==> src/rtl/enum_type.sv <==
// Shared state/command encoding between the tetris core, its input front end
// and the benches; CMD_PRIO is the issue order for pending player commands.
package enum_type;

  typedef enum logic [3:0] {
    NONE, INIT, WAIT, GEN, HOLD, ROTATE, ROTATE_REV, LEFT, RIGHT, DROP, DOWN,
    LOCK, CLEAR, END
  } state_type;

  localparam int NUM_CMD = 8;

  // Pending-flag index, highest priority first
  localparam int F_HOLD       = 0;
  localparam int F_ROTATE     = 1;
  localparam int F_ROTATE_REV = 2;
  localparam int F_LEFT       = 3;
  localparam int F_RIGHT      = 4;
  localparam int F_DROP       = 5;
  localparam int F_DOWN_USER  = 6;
  localparam int F_DOWN_GRAV  = 7;

  localparam logic [NUM_CMD-1:0] DOWN_MASK = 8'b1100_0000;

  localparam state_type CMD_PRIO [NUM_CMD] =
    '{HOLD, ROTATE, ROTATE_REV, LEFT, RIGHT, DROP, DOWN, DOWN};

  function automatic logic is_idle(state_type s);
    return (s == INIT) || (s == END);
  endfunction

endpackage

==> src/rtl/key_repeat.sv <==
// Held-key auto-repeat: first tick DAS ms after the press (ARR if DAS is 0),
// then one tick every ARR ms while the key stays held.
module key_repeat #(
  parameter int unsigned DAS = 170,
  parameter int unsigned ARR = 50
) (
  input  logic clk,
  input  logic reset,
  input  logic held,
  input  logic ms_tick,
  output logic tick
);

  localparam int unsigned FIRST = (DAS == 0) ? ARR : DAS;

  logic        armed;
  logic        rep;
  logic [31:0] cnt;
  logic [31:0] lim;

  assign lim  = rep ? ARR : FIRST;
  assign tick = held && armed && ms_tick && ((cnt + 32'd1) == lim);

  // The press cycle only arms; counting starts on the following ms tick
  always_ff @(posedge clk) begin
    if (reset || !held) begin
      armed <= 1'b0;
      rep   <= 1'b0;
      cnt   <= '0;
    end else if (!armed) begin
      armed <= 1'b1;
      cnt   <= '0;
    end else if (ms_tick) begin
      if (tick) begin
        cnt <= '0;
        rep <= 1'b1;
      end else begin
        cnt <= cnt + 32'd1;
      end
    end
  end

endmodule

==> src/rtl/tetris_input_ctrl.sv <==
// Button/gravity/start front end producing one-cycle commands for the tetris
// core, plus score-derived level. Define TETRIS_CTRL_DAS_EN for auto-repeat.
module tetris_input_ctrl
  import enum_type::*;
#(
  parameter int unsigned CLK_HZ        = 100_000_000,
  parameter int unsigned DAS_MS        = 170,
  parameter int unsigned ARR_MS        = 50,
  parameter int unsigned GRAV_BASE_MS  = 1000,
  parameter int unsigned GRAV_STEP_MS  = 60,
  parameter int unsigned GRAV_MIN_MS   = 100,
  parameter int unsigned PTS_PER_LEVEL = 16
) (
  input  logic       clk,
  input  logic       reset,
  input  logic       btn_left,
  input  logic       btn_right,
  input  logic       btn_rotate,
  input  logic       btn_rotate_rev,
  input  logic       btn_down,
  input  logic       btn_drop,
  input  logic       btn_hold,
  input  logic       btn_start,
  input  state_type  game_state,
  input  logic       score_inc,
  output state_type  ctrl,
  output logic [3:0] level
);

  localparam int unsigned PRESCALE = (CLK_HZ < 1000) ? 1 : CLK_HZ / 1000;

  logic                  idle, in_gen, in_wait;
  logic [31:0]           pre_cnt;
  logic                  ms_tick;
  logic [7:0]            btn, btn_prev, press;
  logic                  armed;
  logic                  rpt_l, rpt_r, rpt_d;
  logic [NUM_CMD-1:0]    pend, pend_nxt, set_m, clr_m;
  logic [2:0]            top_idx;
  logic                  issue;
  state_type             ctrl_nxt;
  int                    grav_raw;
  logic [31:0]           grav_period, grav_cnt;
  logic                  grav_hit;
  logic [15:0]           points;
  logic [31:0]           lvl_div;

  assign idle    = is_idle(game_state);
  assign in_gen  = (game_state == GEN);
  assign in_wait = (game_state == WAIT);

  assign ms_tick = (pre_cnt == PRESCALE - 1);

  always_ff @(posedge clk) begin
    if (reset || ms_tick) pre_cnt <= '0;
    else                  pre_cnt <= pre_cnt + 32'd1;
  end

  // Bit order follows the pending-flag indices; start rides on bit 7
  assign btn   = {btn_start, btn_down, btn_drop, btn_right, btn_left,
                  btn_rotate_rev, btn_rotate, btn_hold};
  // armed masks the first cycle after reset so a held button gives no edge
  assign press = btn & ~btn_prev & {8{armed}};

`ifdef TETRIS_CTRL_DAS_EN
  key_repeat #(.DAS(DAS_MS), .ARR(ARR_MS)) u_rep_left (
    .clk(clk), .reset(reset), .held(btn_left & ~btn_right & ~idle),
    .ms_tick(ms_tick), .tick(rpt_l)
  );
  key_repeat #(.DAS(DAS_MS), .ARR(ARR_MS)) u_rep_right (
    .clk(clk), .reset(reset), .held(btn_right & ~btn_left & ~idle),
    .ms_tick(ms_tick), .tick(rpt_r)
  );
  key_repeat #(.DAS(0), .ARR(ARR_MS)) u_rep_down (
    .clk(clk), .reset(reset), .held(btn_down & ~idle),
    .ms_tick(ms_tick), .tick(rpt_d)
  );
`else
  localparam int unsigned unused_rpt_ms = DAS_MS + ARR_MS;
  assign rpt_l = 1'b0;
  assign rpt_r = 1'b0;
  assign rpt_d = 1'b0;
`endif

  // Signed subtraction so high levels clamp to the floor instead of wrapping
  always_comb begin
    grav_raw    = int'(GRAV_BASE_MS) - int'(level) * int'(GRAV_STEP_MS);
    grav_period = (grav_raw < int'(GRAV_MIN_MS)) ? GRAV_MIN_MS : unsigned'(grav_raw);
  end

  assign grav_hit = ms_tick && !idle && !in_gen && ((grav_cnt + 32'd1) >= grav_period);

  always_ff @(posedge clk) begin
    if (reset || idle || in_gen) grav_cnt <= '0;
    else if (ms_tick)            grav_cnt <= grav_hit ? '0 : grav_cnt + 32'd1;
  end

  always_comb begin
    top_idx = '0;
    for (int i = NUM_CMD - 1; i >= 0; i--) begin
      if (pend[i]) top_idx = 3'(i);
    end
    issue = in_wait && (ctrl == NONE) && (pend != '0);

    clr_m = '0;
    if (issue) begin
      if (CMD_PRIO[top_idx] == DOWN) clr_m = DOWN_MASK;
      else                           clr_m[top_idx] = 1'b1;
    end

    set_m = {grav_hit, press[F_DOWN_USER] | rpt_d, press[F_DROP],
             press[F_RIGHT] | rpt_r, press[F_LEFT] | rpt_l, press[2:0]};

    // A set landing on the issue cycle survives the clear
    pend_nxt = (pend & ~clr_m) | set_m;
    if (in_gen) pend_nxt[F_DOWN_GRAV] = 1'b0;
    if (idle)   pend_nxt = '0;

    ctrl_nxt = NONE;
    if (press[7] && idle) ctrl_nxt = DOWN;
    else if (issue)       ctrl_nxt = CMD_PRIO[top_idx];
  end

  always_ff @(posedge clk) begin
    if (reset) begin
      ctrl     <= NONE;
      pend     <= '0;
      btn_prev <= '0;
      armed    <= 1'b0;
    end else begin
      ctrl     <= ctrl_nxt;
      pend     <= pend_nxt;
      btn_prev <= btn;
      armed    <= 1'b1;
    end
  end

  always_ff @(posedge clk) begin
    if (reset || game_state == INIT)     points <= '0;
    else if (score_inc && points != '1)  points <= points + 16'd1;
  end

  assign lvl_div = 32'(points) / PTS_PER_LEVEL;
  assign level   = (lvl_div > 32'd15) ? 4'd15 : 4'(lvl_div);

endmodule

==> config.mk <==
export PLATFORM = sky130hd
export DESIGN_NAME = tetris_input_ctrl
export DESIGN_NICKNAME = d
export VERILOG_FILES = /design/src/rtl/enum_type.sv /design/src/rtl/key_repeat.sv /design/src/rtl/tetris_input_ctrl.sv
export SDC_FILE = /design/constraint.sdc
export NUM_CORES = 1
export LEC_CHECK = 0
export CAP_MARGIN = 20
export CORE_AREA = 8 8 107 109
export DETAILED_ROUTE_END_ITERATION = 10
export DIE_AREA = 0 0 115 117
export DONT_BUFFER_PORTS = 1
export PLACE_DENSITY_LB_ADDON = 0.15
export SKIP_CTS_REPAIR_TIMING = 1
export SLEW_MARGIN = 30
export SYNTH_ARGS = -nofsm -noshare
export SYNTH_HDL_FRONTEND = slang
export SYNTH_HIERARCHICAL = 1
export SYNTH_SLANG_ARGS = --single-unit
==> constraint.sdc <==
create_clock -name clk -period 8.9 [get_ports clk]
set_input_delay 1.78 -clock clk [delete_from_list [all_inputs] [get_ports clk]]
set_output_delay 1.78 -clock clk [all_outputs]
set_load 0.01 [all_outputs]
==> results of run 1 <==
worst max path at each step:
stage                                  from                   endpoint  slack, ns  cells after the start
floorplan           points[13]$_SDFFE_PP0P_  grav_cnt[12]$_SDFFE_PP0N_       2.53                     23
global placement    points[13]$_SDFFE_PP0P_  grav_cnt[26]$_SDFFE_PP0N_       1.68                     22
detailed placement  points[13]$_SDFFE_PP0P_  grav_cnt[11]$_SDFFE_PP0N_       1.54                     23
CTS                 points[13]$_SDFFE_PP0P_  grav_cnt[11]$_SDFFE_PP0N_       1.50                     23
global route        points[13]$_SDFFE_PP0P_  grav_cnt[11]$_SDFFE_PP0N_       0.96                     23
finish              points[13]$_SDFFE_PP0P_  grav_cnt[11]$_SDFFE_PP0N_       1.48                     23
state kept, by name, summed over array words and instances, names as in the netlist:
register / cells
armed: 1
btn_prev: 8
ctrl: 4
grav_cnt: 32
pend: 8
points: 16
pre_cnt: 32
cell type report:
type	instances	area, um2	area share
Clock inverter	6	52.6	0.00832
Timing Repair Buffer	4	30.0	0.00475
Inverter	31	116	0.0184
Sequential cell	101	2020	0.320
Tap cell	136	170	0.0269
Clock buffer	10	128	0.0202
Multi-Input combinational cell	544	3800	0.601
worst max-delay path: stages, from the launching register on:
cell       delay (ns)
dfxtp_1          0.39
nor4_1           0.42
nand2_1          0.16
nor2_1           0.25
inv_1            0.23
fa_1             0.63
fa_1             0.45
ha_1             0.29
a21o_1           0.18
a21o_1           0.21
xnor2_1          0.18
or3_1            0.42
xor2_1           0.19
and3b_1          0.21
ha_1             0.19
inv_1            0.54
ha_1             0.30
nand4_1          0.15
nor4_1           0.44
nand2_1          0.15
a2111oi_4        0.74
buf_4            0.31
o32ai_1          0.10
o21a_1           0.17
metal layers:
layer,vias to the layer above,routed length (um)
met5,-,0
met2,84,5830
li1,2449,-
met3,21,536
met4,0,239
met1,2239,5710
logic make-up (layout without fill, tap and decap cells):
| group | count (synthesis) | in the layout |
|---|---|---|
| buffers and inverters | 54 | 51 |
| xor gates and xnor gates | 81 | 81 |
| adders and majority gates | 52 | 52 |
| and+or+nand+nor | 308 | 308 |
| DFF | 101 | 101 |
| muxes | 1 | 1 |
| AOI/OAI and AO/OA | 102 | 102 |
report_power, final:
| group | internal [mW] | switching (mW) | leakage, nW |
|---|---|---|---|
| logic | 0.00942 | 0.0175 | 1.54 |
| registers | 0.458 | 0.00532 | 0.818 |
| clock network | 0.107 | 0.167 | 0.0911 |
cell usage after synthesis, drive strengths merged (2+ instances only):
master,number
dfxtp,101
nor2,77
nand2,61
ha,47
xor2,42
xnor2,39
nand3,36
a21oi,34
inv,31
nand4,18
a22o,14
o21ai,14
clkbuf,13
nor4,13
and2,12
and4,12
nor2b,12
and3,10
buf,10
nor3,10
nor4b,9
or3,9
nand3b,7
o21a,7
or4b,7
fa,5
a211oi,4
a31o,4
nand2b,4
o31ai,4
or2,4
a31oi,3
or4,3
a2111o,2
a2111oi,2
a21o,2
a221oi,2
a32oi,2
and3b,2
o211ai,2
o21bai,2
through the flow:
| stage | hold slack (ns) | setup slack (ns) | instance area [um2] | std cells | power (mW) |
|---|---|---|---|---|---|
| 2_1_floorplan | 0.426 | 2.53 | 6090 | 699 | 0.496 |
| 3_3_place_gp | 0.439 | 1.68 | 6130 | 815 | 0.500 |
| 3_5_place_dp | 0.456 | 1.54 | 6130 | 816 | 0.501 |
| 4_1_cts | 0.476 | 1.50 | 6310 | 832 | 0.775 |
| 5_1_grt | 0.484 | 0.961 | 6320 | 832 | 0.799 |
| 6_report | 0.478 | 1.48 | 6320 | 832 | 0.765 |
==> flow_summary.yaml, run 1 <==
hold_path:
  worstHoldStart: "pre_cnt[0]$_SDFF_PP0_"
  min_to: "pre_cnt[0]$_SDFF_PP0_"
  hold_path_class: "reg -> reg"
  min_path_cells: 1
placed_design:
  finalWeightedCongestion: 0.839
  portBuffers: 0
  dpl.hpwl_um: 9190
clock_tree:
  cts_tree: "yes"
  clock-root-buffer: "clkbuf_8"
  clkTransAtPathRegs_ns: 0.10
  cts.sinks: 101
  insertion_delay_ns: 0.37
  cts_made_buffers: 9
  clockBufferDepth: 2
  h-tree-depth: 3
floorplan:
  die_w_um: 115
  rows: 37
  die_area_um2: 13500
  initial_core_util: 0.615
  core_um2: 9910
  die_y_um: 117
  ios: 23
synth:
  synthesis.instances: 699
  synthMuxAreaShare: 0.00164
  synth_xor_area_frac: 0.116
  synthFlopType: "dfxtp_1"
  synth_edf_count: 0
  synth_area_leader_cell: "dfxtp_1"
  syn-cell-area_um2: 6090
  ys_seq_area_frac: 0.332
  yosys_warnings: 6
  synth-async-reset-ratio: 0
  synthAdderAreaFrac: 0.113
  synth.distinct_cells: 66
  synth_area_per_cell_um2: 8.72
  netlist.area_leader.share: 0.332
  yosys.area_share.simple: 0.274
  syn_nets: 766
  ys_ff_latch: 101
  ys_top_cells_by_area: "dfxtp_1, ha_1, xor2_1"
  synth_compound_area_frac: 0.117
  synth_top_family_by_area: "simple AND/OR/NAND/NOR gates"
global_routing:
  grtUsageTotal: 0.195
  grt_pass1_wl_um: 21400
  antenna_found_initial: 0
  use_met1: 0.235
  gr-total-overflow: 0
  grt_max_degree: 36
  gr-max-usage-layer: "met2"
  grt_pass1_vias: 4753
  grt_use_met2: 0.330
  met3_usage: 0.0467
timing:
  post-route-min-period_ns: 7.42
  setup_tns_ns: 0
  worst_pin_slew_ns: 0.804
  skew_ns: 0.0127
  max_freq_ghz: 0.135
  finalMaxSlewViolations: 0
  post-route-period-util: 0.834
  maxSlewHeadroom: 0.464
  rsz0062_at_grt: "false"
  setup_viol_count_final: 0
  finalHoldViolCount: 0
final_layout:
  diodes: 0
  syn2layout_area_growth_pct: 3.67
  finish.utilization: 0.638
  fillers: 890
  layout_commonest_cell: "dfxtp_1"
  mostFrequentLayoutCells: "dfxtp_1, nor2_1, nand2_1, ha_1, xor2_1"
  drive_gt1_frac: 0.0575
  finalNetCount: 758
route:
  drc: 0
  drt-initial-drc-count: 289
  post_drt_wl_per_cell_um: 14.8
  drt_first_pass_iters: 4
  drt-total-wl_um: 12300
  ant_nets: 0
  vias: 4793
  viasPerCell: 5.76
critical_path:
  critical_path.startpoint_type: "flip-flop"
  reg2reg_depth: 23
  cp-end-kind: "flip-flop"
  reg2reg_slack_ns: 1.48
  r2r-end: "grav_cnt[11]$_SDFFE_PP0N_"
  reg2reg_from: "points[13]$_SDFFE_PP0P_"
  crit_required_ns: 9.17
  worstPathMaxFanout: 22
  arrival_ns: 7.69
  crit_type: "reg -> reg"
power_and_ir_drop:
  leakage_nw: 2.45
  power.density_nw_per_um2: 121
  ir_worst_vdd_uv: 151
run_status:
  status: "complete, no violations"
job:
  drv_cap: 0
No activity file was read; power rests on OpenSTA's default activity.
==> run 2, diff against run 1 <==
--- a/config.mk
+++ b/config.mk
@@ -6,9 +6,9 @@
 export NUM_CORES = 1
 export LEC_CHECK = 0
 export CAP_MARGIN = 20
-export CORE_AREA = 8 8 107 109
+export CORE_AREA = 8 8 112 114
 export DETAILED_ROUTE_END_ITERATION = 10
-export DIE_AREA = 0 0 115 117
+export DIE_AREA = 0 0 120 122
 export DONT_BUFFER_PORTS = 1
 export PLACE_DENSITY_LB_ADDON = 0.15
 export SKIP_CTS_REPAIR_TIMING = 1
==> constraint.sdc (replaced) <==
create_clock -name clk -period 6.8 [get_ports clk]
set_input_delay 1.36 -clock clk [delete_from_list [all_inputs] [get_ports clk]]
set_output_delay 1.36 -clock clk [all_outputs]
set_load 0.01 [all_outputs]
==> run 2 against run 1 <==
  * Final cell count increased by 1.7%
  * Maximum frequency increased by 15%
  * Total power increased by 31%
  * Clock skew decreased by 0.0017 ns
  * Count of clock-buffer cells in the layout decreased by 1
  * Clock power increased by 32%
  * Core utilization decreased by 3.4 points
  * Worst hold slack got worse by 0.0014 ns
  * Combinational power increased by 29%
  * Sequential share of layout area decreased by 0.70 points
==> flow_summary.yaml, run 2 (same netlist as run 1, synthesis figures left out) <==
placed_design:
  place_area_um2: 6180
  post-place-ws_ns: 0.191
  finalWeightedCongestion: 0.835
  portBuffers: 0
  dpl.hpwl_um: 9310
power_and_ir_drop:
  p_total_mw: 1.00
  p_switching_uw: 254
  leakage_nw: 2.51
  power.density_nw_per_um2: 155
  internal_power_uw: 750
  clkPwrFrac: 0.361
  ir_worst_vdd_uv: 196
  sequentialPowerShare: 0.605
  p_sw_frac: 0.253
  combPwrFrac: 0.035
critical_path:
  critical_path.startpoint_type: "flip-flop"
  arrival_ns: 6.73
  cp-end-kind: "flip-flop"
  crit_required_ns: 7.08
  crit_type: "reg -> reg"
  slowest_delay_ns: 0.60
  worstPathMaxFanout: 8
  slowest_stage: "fa_1"
  cpMostUsedCell: "ha_1"
timing:
  worst_pin_slew_ns: 0.926
  post-route-min-period_ns: 6.45
  max_freq_ghz: 0.155
  post-route-period-util: 0.949
  finalHoldViolCount: 0
  finalMaxSlewViolations: 0
  fin_hold_ws_ns: 0.477
  maxSlewHeadroom: 0.380
  setup_ws_ns: 0.347
  setup_viol_count_final: 0
  skew_ns: 0.0110
final_layout:
  final_area_um2: 6460
  drive_gt1_frac: 0.0850
  layout_commonest_cell: "dfxtp_1"
  finalNetCount: 768
  multi_input_area_um2: 3860
  diodes: 0
  mostFrequentLayoutCells: "dfxtp_1, nor2_1, nand2_1, ha_1, xor2_1"
  largest_registers: "grav_cnt (32), pre_cnt (32), points (16)"
  syn2layout_area_growth_pct: 6.06
  regArea_um2: 2020
  fillers: 962
clock_tree:
  cts_tree: "yes"
  clockBufferDepth: 2
  cts.sinks: 101
  insertion_delay_ns: 0.39
  clock-root-buffer: "clkbuf_8"
  clkTransAtPathRegs_ns: 0.10
  cts_made_buffers: 9
  h-tree-depth: 3
global_routing:
  gr-total-overflow: 0
  antenna_found_initial: 0
  grtUsageTotal: 0.173
  grt_pass1_wl_um: 20900
  grt_max_degree: 36
  grt_pass1_vias: 4580
floorplan:
  core_um2: 10700
  rows: 38
  ios: 23
  initial_core_util: 0.570
  die_area_um2: 14600
  die_y_um: 122
  die_w_um: 120
route:
  viasPerCell: 5.69
  vias: 4810
  drt-total-wl_um: 12600
  drt-initial-drc-count: 234
  post_drt_wl_per_cell_um: 14.9
  ant_nets: 0
  drc: 0
  drt_first_pass_iters: 5
job:
  drv_cap: 0
hold_path:
  hold_path_class: "reg -> reg"
run_status:
  status: "complete, no violations"
run 2: stage by stage:
| stage | utilization | std cells | setup TNS [ns] |
|---|---|---|---|
| 4_1_cts | 0.595 | 842 | 0 |
| 6_report | 0.604 | 846 | 0 |
| 2_1_floorplan | - | 699 | 0 |
| 5_1_grt | 0.604 | 846 | -0.0228 |
| 3_5_place_dp | 0.578 | 826 | 0 |
| 3_3_place_gp | 0.578 | 826 | 0 |
run 2: layer usage:
layer | global-route usage | share of wire
met3 | 0.0453 | 0.040
met2 | 0.287 | 0.47
met1 | 0.209 | 0.46
met5 | 0 | 0
met4 | 0.0734 | 0.025
run 2: area by class of cell:
| type | count | share of cell area |
|---|---|---|
| clock buffers | 9 | 0.0192 |
| clock inverters | 7 | 0.00929 |
| inverters | 31 | 0.0180 |
| multi-input cells | 544 | 0.597 |
| flip-flops and latches | 101 | 0.313 |
| well taps | 140 | 0.0271 |
| repair buffers | 14 | 0.0168 |
run 2: worst max-delay path: cells and delay by family, from the launching register on:
kind | cells | cell delay [ns]
adders and majority gates | 5 | 1.98
DFF | 1 | 0.37
and+or+nand+nor | 8 | 1.63
buffers and inverters | 4 | 0.62
xor gates and xnor gates | 2 | 0.36
AOI/OAI and AO/OA | 6 | 1.35
run 2: worst paths after layout:
kind                                              from                         to  slack (ns)  cells past startpoint
worst max-delay path            points[8]$_SDFFE_PP0P_  grav_cnt[20]$_SDFFE_PP0N_        0.35                     25
worst min-delay path             pre_cnt[0]$_SDFF_PP0_      pre_cnt[0]$_SDFF_PP0_        0.48                      1
worst max register to register  points[8]$_SDFFE_PP0P_  grav_cnt[20]$_SDFFE_PP0N_        0.35                     25
worst min register to register   pre_cnt[0]$_SDFF_PP0_      pre_cnt[0]$_SDFF_PP0_        0.48                      1
run 2: power groups by stage:
| stage | Sequential (mW) | Clock (mW) | Combinational [mW] |
|---|---|---|---|
| after floorplan | 0.618 | 0 | 0.0306 |
| after global placement | 0.620 | 0 | 0.0338 |
| after detailed placement | 0.620 | 0 | 0.0349 |
| after CTS | 0.607 | 0.375 | 0.0350 |
| after global routing | 0.608 | 0.393 | 0.0394 |
| final | 0.607 | 0.362 | 0.0348 |
==> run 3, diff against run 2 <==
--- a/config.mk
+++ b/config.mk
@@ -5,6 +5,7 @@
 export SDC_FILE = /design/constraint.sdc
 export NUM_CORES = 1
 export LEC_CHECK = 0
+export ABC_AREA = 0
 export CAP_MARGIN = 20
 export CORE_AREA = 8 8 112 114
 export DETAILED_ROUTE_END_ITERATION = 10
==> results of run 3 <==
The final DEF is identical to that of run 2; final timing and power are the same.
